## src/rtl/branch_resolver_pkg.sv

```systemverilog
// Shared encodings for the EX-stage branch resolver and its history table.
package branch_resolver_pkg;

    localparam logic [6:0] OP_BRANCH = 7'b1100011;
    localparam logic [6:0] OP_JAL    = 7'b1101111;

    localparam logic [2:0] F3_BEQ  = 3'b000;
    localparam logic [2:0] F3_BNE  = 3'b001;
    localparam logic [2:0] F3_BLT  = 3'b100;
    localparam logic [2:0] F3_BGE  = 3'b101;
    localparam logic [2:0] F3_BLTU = 3'b110;
    localparam logic [2:0] F3_BGEU = 3'b111;

    typedef enum logic [1:0] {
        SNT = 2'b00,
        WNT = 2'b01,
        WT  = 2'b10,
        ST  = 2'b11
    } bht_cnt_t;

    function automatic bht_cnt_t bht_next(input bht_cnt_t cur, input logic taken);
        bht_cnt_t nxt;
        nxt = cur;
        case (cur)
            SNT: nxt = taken ? WNT : SNT;
            WNT: nxt = taken ? WT  : SNT;
            WT:  nxt = taken ? ST  : WNT;
            ST:  nxt = taken ? ST  : WT;
            default: nxt = WNT;
        endcase
        return nxt;
    endfunction

endpackage

```

## src/rtl/branch_resolver_bht_2bit.sv

```systemverilog
// 2-bit saturating branch history table held in flops so the fetch read stays combinational.
module bht_2bit
    import branch_resolver_pkg::*;
#(
    parameter int IDX_W = 6
) (
    input  logic             clk,
    input  logic             rst,
    input  logic [IDX_W-1:0] i_rd_idx,
    output logic             o_rd_taken,
    input  logic             i_wr_en,
    input  logic [IDX_W-1:0] i_wr_idx,
    input  logic             i_wr_taken
);

    localparam int ENTRIES = 1 << IDX_W;

    bht_cnt_t r_cnt [ENTRIES];

    // Read sees the pre-update value when read and write hit the same entry.
    assign o_rd_taken = r_cnt[i_rd_idx][1];

    always_ff @(posedge clk) begin
        if (rst) begin
            for (int i = 0; i < ENTRIES; i++) begin
                r_cnt[i] <= WNT;
            end
        end else if (i_wr_en) begin
            r_cnt[i_wr_idx] <= bht_next(r_cnt[i_wr_idx], i_wr_taken);
        end
    end

endmodule

```

## src/rtl/branch_resolver.sv

```systemverilog
// Resolves EX-stage branches/JAL against the fetch prediction, redirects and flushes on mispredict.
module branch_resolver
    import branch_resolver_pkg::*;
#(
    parameter int BHT_BITS     = 6,
    parameter int FLUSH_CYCLES = 2,
    parameter int CNT_W        = 32
) (
    input  logic             clk,
    input  logic             rstn,
    input  logic [31:0]      if_pc,
    output logic             if_pred_taken,
    input  logic             ex_valid,
    input  logic [31:0]      ex_inst,
    input  logic [31:0]      ex_pc,
    input  logic [31:0]      ex_imm,
    input  logic [31:0]      ex_rs1,
    input  logic [31:0]      ex_rs2,
    input  logic             ex_pred_taken,
    input  logic [31:0]      ex_pred_target,
    output logic             flush,
    output logic             redirect,
    output logic [31:0]      redirect_pc,
    output logic [CNT_W-1:0] branch_cnt,
    output logic [CNT_W-1:0] mispred_cnt
);

    localparam int FC_W = (FLUSH_CYCLES < 2) ? 1 : $clog2(FLUSH_CYCLES + 1);

    logic [FC_W-1:0]  r_flush_left;
    logic             r_redirect;
    logic [31:0]      r_redirect_pc;
    logic [CNT_W-1:0] r_branch_cnt;
    logic [CNT_W-1:0] r_mispred_cnt;

    logic [6:0]  w_opcode;
    logic [2:0]  w_f3;
    logic        w_is_branch;
    logic        w_is_jal;
    logic        w_taken;
    logic [31:0] w_target;
    logic [31:0] w_next_pc;
    logic        w_mispred;
    logic        w_accept;
    logic        w_eq;
    logic        w_lt_s;
    logic        w_lt_u;

    assign w_opcode    = ex_inst[6:0];
    assign w_f3        = ex_inst[14:12];
    // funct3 010/011 are not real branches; they never train or count.
    assign w_is_branch = (w_opcode == OP_BRANCH) && (w_f3 != 3'b010) && (w_f3 != 3'b011);
    assign w_is_jal    = (w_opcode == OP_JAL);

    assign w_eq   = (ex_rs1 == ex_rs2);
    assign w_lt_s = ($signed(ex_rs1) < $signed(ex_rs2));
    assign w_lt_u = (ex_rs1 < ex_rs2);

    always_comb begin
        w_taken = 1'b0;
        if (w_is_jal) begin
            w_taken = 1'b1;
        end else if (w_is_branch) begin
            case (w_f3)
                F3_BEQ:  w_taken = w_eq;
                F3_BNE:  w_taken = !w_eq;
                F3_BLT:  w_taken = w_lt_s;
                F3_BGE:  w_taken = !w_lt_s;
                F3_BLTU: w_taken = w_lt_u;
                F3_BGEU: w_taken = !w_lt_u;
                default: w_taken = 1'b0;
            endcase
        end
    end

    assign w_target  = ex_pc + ex_imm;
    assign w_next_pc = w_taken ? w_target : (ex_pc + 32'd4);
    assign w_mispred = (ex_pred_taken != w_taken) ||
                       (w_taken && (ex_pred_target != w_target));
    // Anything arriving while the flush is held is wrong-path.
    assign w_accept  = ex_valid && (w_is_branch || w_is_jal) && (r_flush_left == '0);

    bht_2bit #(.IDX_W(BHT_BITS)) u_bht (
        .clk        (clk),
        .rst        (rstn),
        .i_rd_idx   (if_pc[BHT_BITS+1:2]),
        .o_rd_taken (if_pred_taken),
        .i_wr_en    (w_accept && w_is_branch),
        .i_wr_idx   (ex_pc[BHT_BITS+1:2]),
        .i_wr_taken (w_taken)
    );

    always_ff @(posedge clk) begin
        if (rstn) begin
            r_flush_left  <= '0;
            r_redirect    <= 1'b0;
            r_redirect_pc <= '0;
            r_branch_cnt  <= '0;
            r_mispred_cnt <= '0;
        end else begin
            r_redirect <= 1'b0;
            if (r_flush_left != '0) begin
                r_flush_left <= r_flush_left - FC_W'(1);
            end
            if (w_accept) begin
                if (r_branch_cnt != '1) begin
                    r_branch_cnt <= r_branch_cnt + CNT_W'(1);
                end
                if (w_mispred) begin
                    r_redirect    <= 1'b1;
                    r_redirect_pc <= w_next_pc;
                    r_flush_left  <= FC_W'(FLUSH_CYCLES);
                    if (r_mispred_cnt != '1) begin
                        r_mispred_cnt <= r_mispred_cnt + CNT_W'(1);
                    end
                end
            end
        end
    end

    assign flush       = (r_flush_left != '0);
    assign redirect    = r_redirect;
    assign redirect_pc = r_redirect_pc;
    assign branch_cnt  = r_branch_cnt;
    assign mispred_cnt = r_mispred_cnt;

endmodule
```

## config.mk

```make
export PLATFORM = sky130hd
export DESIGN_NAME = branch_resolver
export DESIGN_NICKNAME = d
export VERILOG_FILES = /design/src/rtl/branch_resolver_pkg.sv /design/src/rtl/branch_resolver_bht_2bit.sv /design/src/rtl/branch_resolver.sv
export SDC_FILE = /design/constraint.sdc
export NUM_CORES = 1
export LEC_CHECK = 0
export CAP_MARGIN = 30
export CORE_UTILIZATION = 45
export CTS_BUF_LIST = sky130_fd_sc_hd__clkbuf_4 sky130_fd_sc_hd__clkbuf_8
export CTS_CLUSTER_SIZE = 12
export DETAILED_ROUTE_END_ITERATION = 12
export PLACE_DENSITY_LB_ADDON = 0.2
export REMOVE_ABC_BUFFERS = 1
export SYNTH_ARGS = -nofsm -noshare
export SYNTH_HDL_FRONTEND = slang
export SYNTH_SLANG_ARGS = --single-unit
```

## constraint.sdc

```tcl
create_clock -name clk -period 4.65 [get_ports clk]
set_input_delay 0.465 -clock clk [delete_from_list [all_inputs] [get_ports clk]]
set_output_delay 0.465 -clock clk [all_outputs]
set_load 0.02 [all_outputs]
```

# Word level (Yosys, flattened, before mapping)
# Memories as Yosys holds them, arrays and structs flattened.
# Cells that the tools add are included.
# classes
addsub,5
order_cmp,2
n_eq_ne,17
mux,23
bitwise,1
n_reduce_logical,20
# op_table
cell,count
adder 32 x 1 -> 32 bit (second input constant),2
less-than comparator 32 bit,2
inequality test 32 bit (second input constant),2
adder 32 x 3 -> 32 bit (second input constant),1
adder 32 bit,1
== test 32 bit,1
2-to-1 mux 32 bit,1
inequality test 32 bit,1
2-to-1 mux 2 bit,8
== test 7 bit (second input constant),2
== test 3 bit (second input constant),4
2-to-1 mux 1 bit,11
case mux 2 bit (4 select lines),1
logical AND 1 bit,6
2-to-1 mux 6 bit,1
inequality test 3 x 2 -> 1 bit (second input constant),2
case mux 1 bit (6 select lines),1
== test 2 bit (second input constant),2
logical NOT 2 bit,2
AND reduction 2 bit,2
OR reduction 2 bit,2
== test 3 x 1 -> 1 bit (second input constant),1
logical NOT 1 bit,3
logical NOT 3 bit,1
other kinds (7),8
# totals
regBits,99
ramBits,128
input_bits,228
word_cells,74
memories,1
# mem_list
memory,words,word_bits,read_ports,rd_clocked_by_memory_dff,wr,line,source
u_bht.r_cnt,64,2,2,0,64,branch_resolver_bht_2bit.sv:18,bht_cnt_t r_cnt [ENTRIES];

# Longest topological paths before layout
# Gate-level depths: netlist of the first run.
# depth
ltp_word,12
depth_mapped,16
mapped_depth_nobuf,14

# Modules after synthesis
# Synthesis of the first run repeated with hierarchy kept, for this count alone.
# unflattened
hier_cells,1807
hier_area_um2,16291.9
# by_module_without_submodules
mod,n_inst,cells_per_inst,area_each_um2
branch_resolver,1,1182,9205.1
bht_2bit,1,625,7086.8

# Least setup slack after synthesis of the first run
# Ideal clock, no wire load.
# synth_path
kind,input-to-reg
start,in ex_pc[16]
end,"reg r_redirect_pc[12], in the netlist redirect_pc[12]"
setup_ns,0.065
t_arrival_ns,3.839
path_slack_ns,0.746
path_stages,15
path_cell_list,ha_1 buf_6 a21oi_2 o21ai_1 o32a_1 buf_6 and3_1 or4_4 a2111oi_2 and4_1 nand4bb_1 o41ai_4 buf_2 mux2_2 nor2_1
# synth_via
elab_chain_len,5
# synth_lines
element,line,source
"start, declared",branch_resolver.sv:15,"input logic [31:0] ex_pc,"
adder 32 bit,branch_resolver.sv:76,assign w_target = ex_pc + ex_imm;
inequality test 32 bit,branch_resolver.sv:79,(w_taken && (ex_pred_target != w_target));
logical AND 1 bit,branch_resolver.sv:79,
logical OR 1 bit,branch_resolver.sv:78,assign w_mispred = (ex_pred_taken != w_taken) ||
AND reduction 2 bit (no line),--,
"end signal, assigned",branch_resolver.sv:111,r_redirect_pc <= w_next_pc;
"end, declared",branch_resolver.sv:32,logic [31:0] r_redirect_pc;
# No other way between the ends.
# A chain may end at the register's enable or synchronous reset.

# Final worst setup path of the first run
# layout_path
start,in ex_pc[0]
end,"reg r_mispred_cnt[30], in the netlist mispred_cnt[30]"
# layout_via
elab_chain_len,5
# layout_lines
element,line,source
adder 32 bit,branch_resolver.sv:76,
inequality test 32 bit,branch_resolver.sv:79,
logical AND 1 bit,branch_resolver.sv:79,
logical OR 1 bit,branch_resolver.sv:78,
AND reduction 3 bit (no line),--,
"end signal, assigned",branch_resolver.sv:114,r_mispred_cnt <= r_mispred_cnt + CNT_W'(1);
"end, declared",branch_resolver.sv:34,logic [CNT_W-1:0] r_mispred_cnt;
# No other way between the ends.

==> metrics.yaml, run 1 <==
routed_wl_um: 51900
syn-cell-area_sq_um: 15600
dp_hpwl_um: 38300
synth_top_family_by_area: "simple AND/OR/NAND/NOR gates"
die_y_um: 188
maxSlewHeadroom_pct: 30.7
rows: 67
port_buffers: 278
p_per_area_nw_per_um2: 269
dr.pass1.iters: 5
path_clk_slew_ns: 0.06
ir_worst_vdd_v: 0.000223
slew_viol_final: 0
async_flop_share_pct: 0
netlist_instances: 1767
fin_area_sq_um: 20700
grt_pass1_vias: 14824
ctsRootBufferMaster: "clkbuf_8"
layout-drive-gt1-share_pct: 13.0
utilization_pct: 61.2
worstMarginPinSlew_ns: 1.04
cts_max_level: 2
max_clock_freq_mhz: 234
swShare_pct: 27.7
grt_max_degree: 67
clockBufferDepth: 3
final_common_cell: "clkdlybuf4s50_1"
clk_latency_ns: 0.59
critPathLaunchType: "input pin"
synth_xor_area_share_pct: 7.23
leakage_nw: 7.71
fin_crit_ns: 4.28
p_seq_share_pct: 38.6
yosysUniqueCellTypes: 80
dpl_cell_area_sq_um: 19700
synthMuxAreaShare_pct: 6.07
viasPerCell: 5.83
yosys.area.top_type: "edfxtp_1"
hold_class: "input pin to register"
gp_congestion: 0.933
area_growth_syn_to_layout_pct: 32.7
top_level_ports: 327
synthFlopType: "edfxtp_1"
setup_violations: 0
rsz0062_at_grt: "false"
synth-simple-area-share_pct: 24.5
synth-seq-area-share_pct: 37.3
total_power_mw: 5.58
track_usage_pct: 28.4
cts_sinks: 227
grt_pass1_wl_um: 79900
post_cts_buffers: 0
power_frac_comb_pct: 21.7
die-width_um: 188
grt-ovfl-total: 0
dieArea_sq_um: 35500
finalCritPeriodShare_pct: 92.1
critPathRequiredTime_ns: 5.10
numCtsBuffers: 42
finalSetupTns_ns: 0
final_cell_mix: "clkdlybuf4s50_1 (277), nor2_1 (188), buf_4 (158)"
synth_top_area_share_pct: 24.6
synth_edf_count: 128
vias: 15267
cts_tree: "done"
synth_fa_ha_area_share_pct: 5.48
drc: 0
p_clk_share_pct: 39.7
critPathKind: "input pin to register"
crit_path_max_fanout: 5
internal_power_mw: 4.03
ys_ff_latch: 227
end_kind: "register"
yosysWarnings: 0
p_switching_mw: 1.54
status: "finished, final reports clean"
cp_data_arrival_time_ns: 4.73
antenna_found_initial: 6
skew_ns: 0.0324
drv_cap: 0
synth_area_leaders: "edfxtp_1 (25%), dfxtp_1 (13%), ha_1 (5.3%), nor2_1 (4.5%), nand3_1 (3.9%)"
synth_compound_area_share_pct: 14.7
antenna_left: 0
start_util_pct: 46.1
syn_avg_cell_area_sq_um: 8.84
drt-initial-drc-count: 1214
nets: 2426
timing.final.ws_setup_ns: 0.369
timing.final.hold_violations: 0
core_area_sq_um: 33900
place_ws_ns: -0.245
route.detailed.wl_per_inst_um: 19.8
## kinds of logic (layout without fill, tap and decap cells)
| family | after synthesis | after routing |
|---|---|---|
| flops | 227 | 227 |
| fa+ha+maj | 68 | 68 |
| compound gates | 352 | 352 |
| simple gates | 761 | 761 |
| other cells | 0 | 5 |
| mux | 67 | 67 |
| xor+xnor | 113 | 113 |
| buf+inv | 179 | 576 |
## sequential cells by signal (all words and copies together) (netlist names)
name	flops
redirect_pc	32
r_flush_left	2
branch_cnt	32
u_bht.r_cnt	128
redirect	1
mispred_cnt	32
## per-layer routing
metal | share of wire [%] | GRT usage (%) | vias to the layer above
met3 | 9.0 | 6.17 | 110
li1 | - | - | 7208
met2 | 46 | 46.7 | 696
met1 | 41 | 36.4 | 7253
met5 | 0 | 0 | -
met4 | 3.6 | 11.2 | 0
## critical path: stages
cell and delay (ns):
clkdlybuf4s50_1 0.48, ha_1 0.22, inv_1 0.07, fa_1 0.40, nor2b_1 0.18, o21a_1 0.28
o21ai_0 0.16, nand2_1 0.12, mux2_2 0.41, a2111oi_0 0.47, nand4_1 0.17, or4_1 0.46
o41ai_1 0.33, buf_4 0.19, nor4b_1 0.05, mux2_2 0.27
## timing repair
action                                  in CTS  in global routing
resized for setup                            0                  3
endpoints found under the setup margin       0                  7
hold buffers                                 0                  0
## synth_stat cells, types with 34 or more instances
library cell and count:
o21ai_0 64, ha_1 66, nand4_1 49, inv_1 60, xnor2_1 61, mux2i_1 34, nor2_1 189, nand2_1 155
a22oi_1 42, xor2_1 42, nand3_1 123, a21oi_1 102, dfxtp_1 99, clkbuf_1 95, nand2b_1 64, edfxtp_1 128
## through the flow
step | instances | hold slack [ns]
2_1_floorplan | 1648 | 0.418
3_3_place_gp | 2534 | 0.431
3_5_place_dp | 2534 | 0.437
4_1_cts | 2611 | 0.304
5_1_grt | 2616 | 0.331
6_report | 2617 | 0.328
## power by group through the flow
stage	registers (mW)	clock network [mW]	logic (mW)
after floorplan	2.19	0	0.614
after detailed placement	2.19	0	1.18
after global placement	2.19	0	1.17
final	2.15	2.21	1.21
after CTS	2.15	2.25	1.19
after global routing	2.15	2.34	1.30
## worst paths after layout
kind	start	endpoint	slack, ns	depth (start not counted)
max reg2reg	mispred_cnt[0]$_SDFFE_PP0P_	mispred_cnt[27]$_SDFFE_PP0P_	1.32	9
min reg2reg	r_flush_left[0]$_SDFF_PP0_	r_flush_left[0]$_SDFF_PP0_	0.44	1
max	ex_pc[0]	mispred_cnt[30]$_SDFFE_PP0P_	0.37	16
min	rstn	branch_cnt[16]$_SDFFE_PP0P_	0.33	2
## cell type report
cell class	instances	area, sq um
diodes	5	12.5
clock buffers	59	737
clock inverters	18	226
fillers	2901	13100
inverters	60	225
multi-input cells	1361	9110
flip-flops and latches	227	5830
well taps	448	561
repair buffers	439	4040
Power figures use the tool's default switching activity.
==> run 2, diff against run 1 <==
Settings changed: CAP_MARGIN 30 to default.
==> results of run 2 <==
No change in the layout: final DEF, timing and power equal those of run 1.
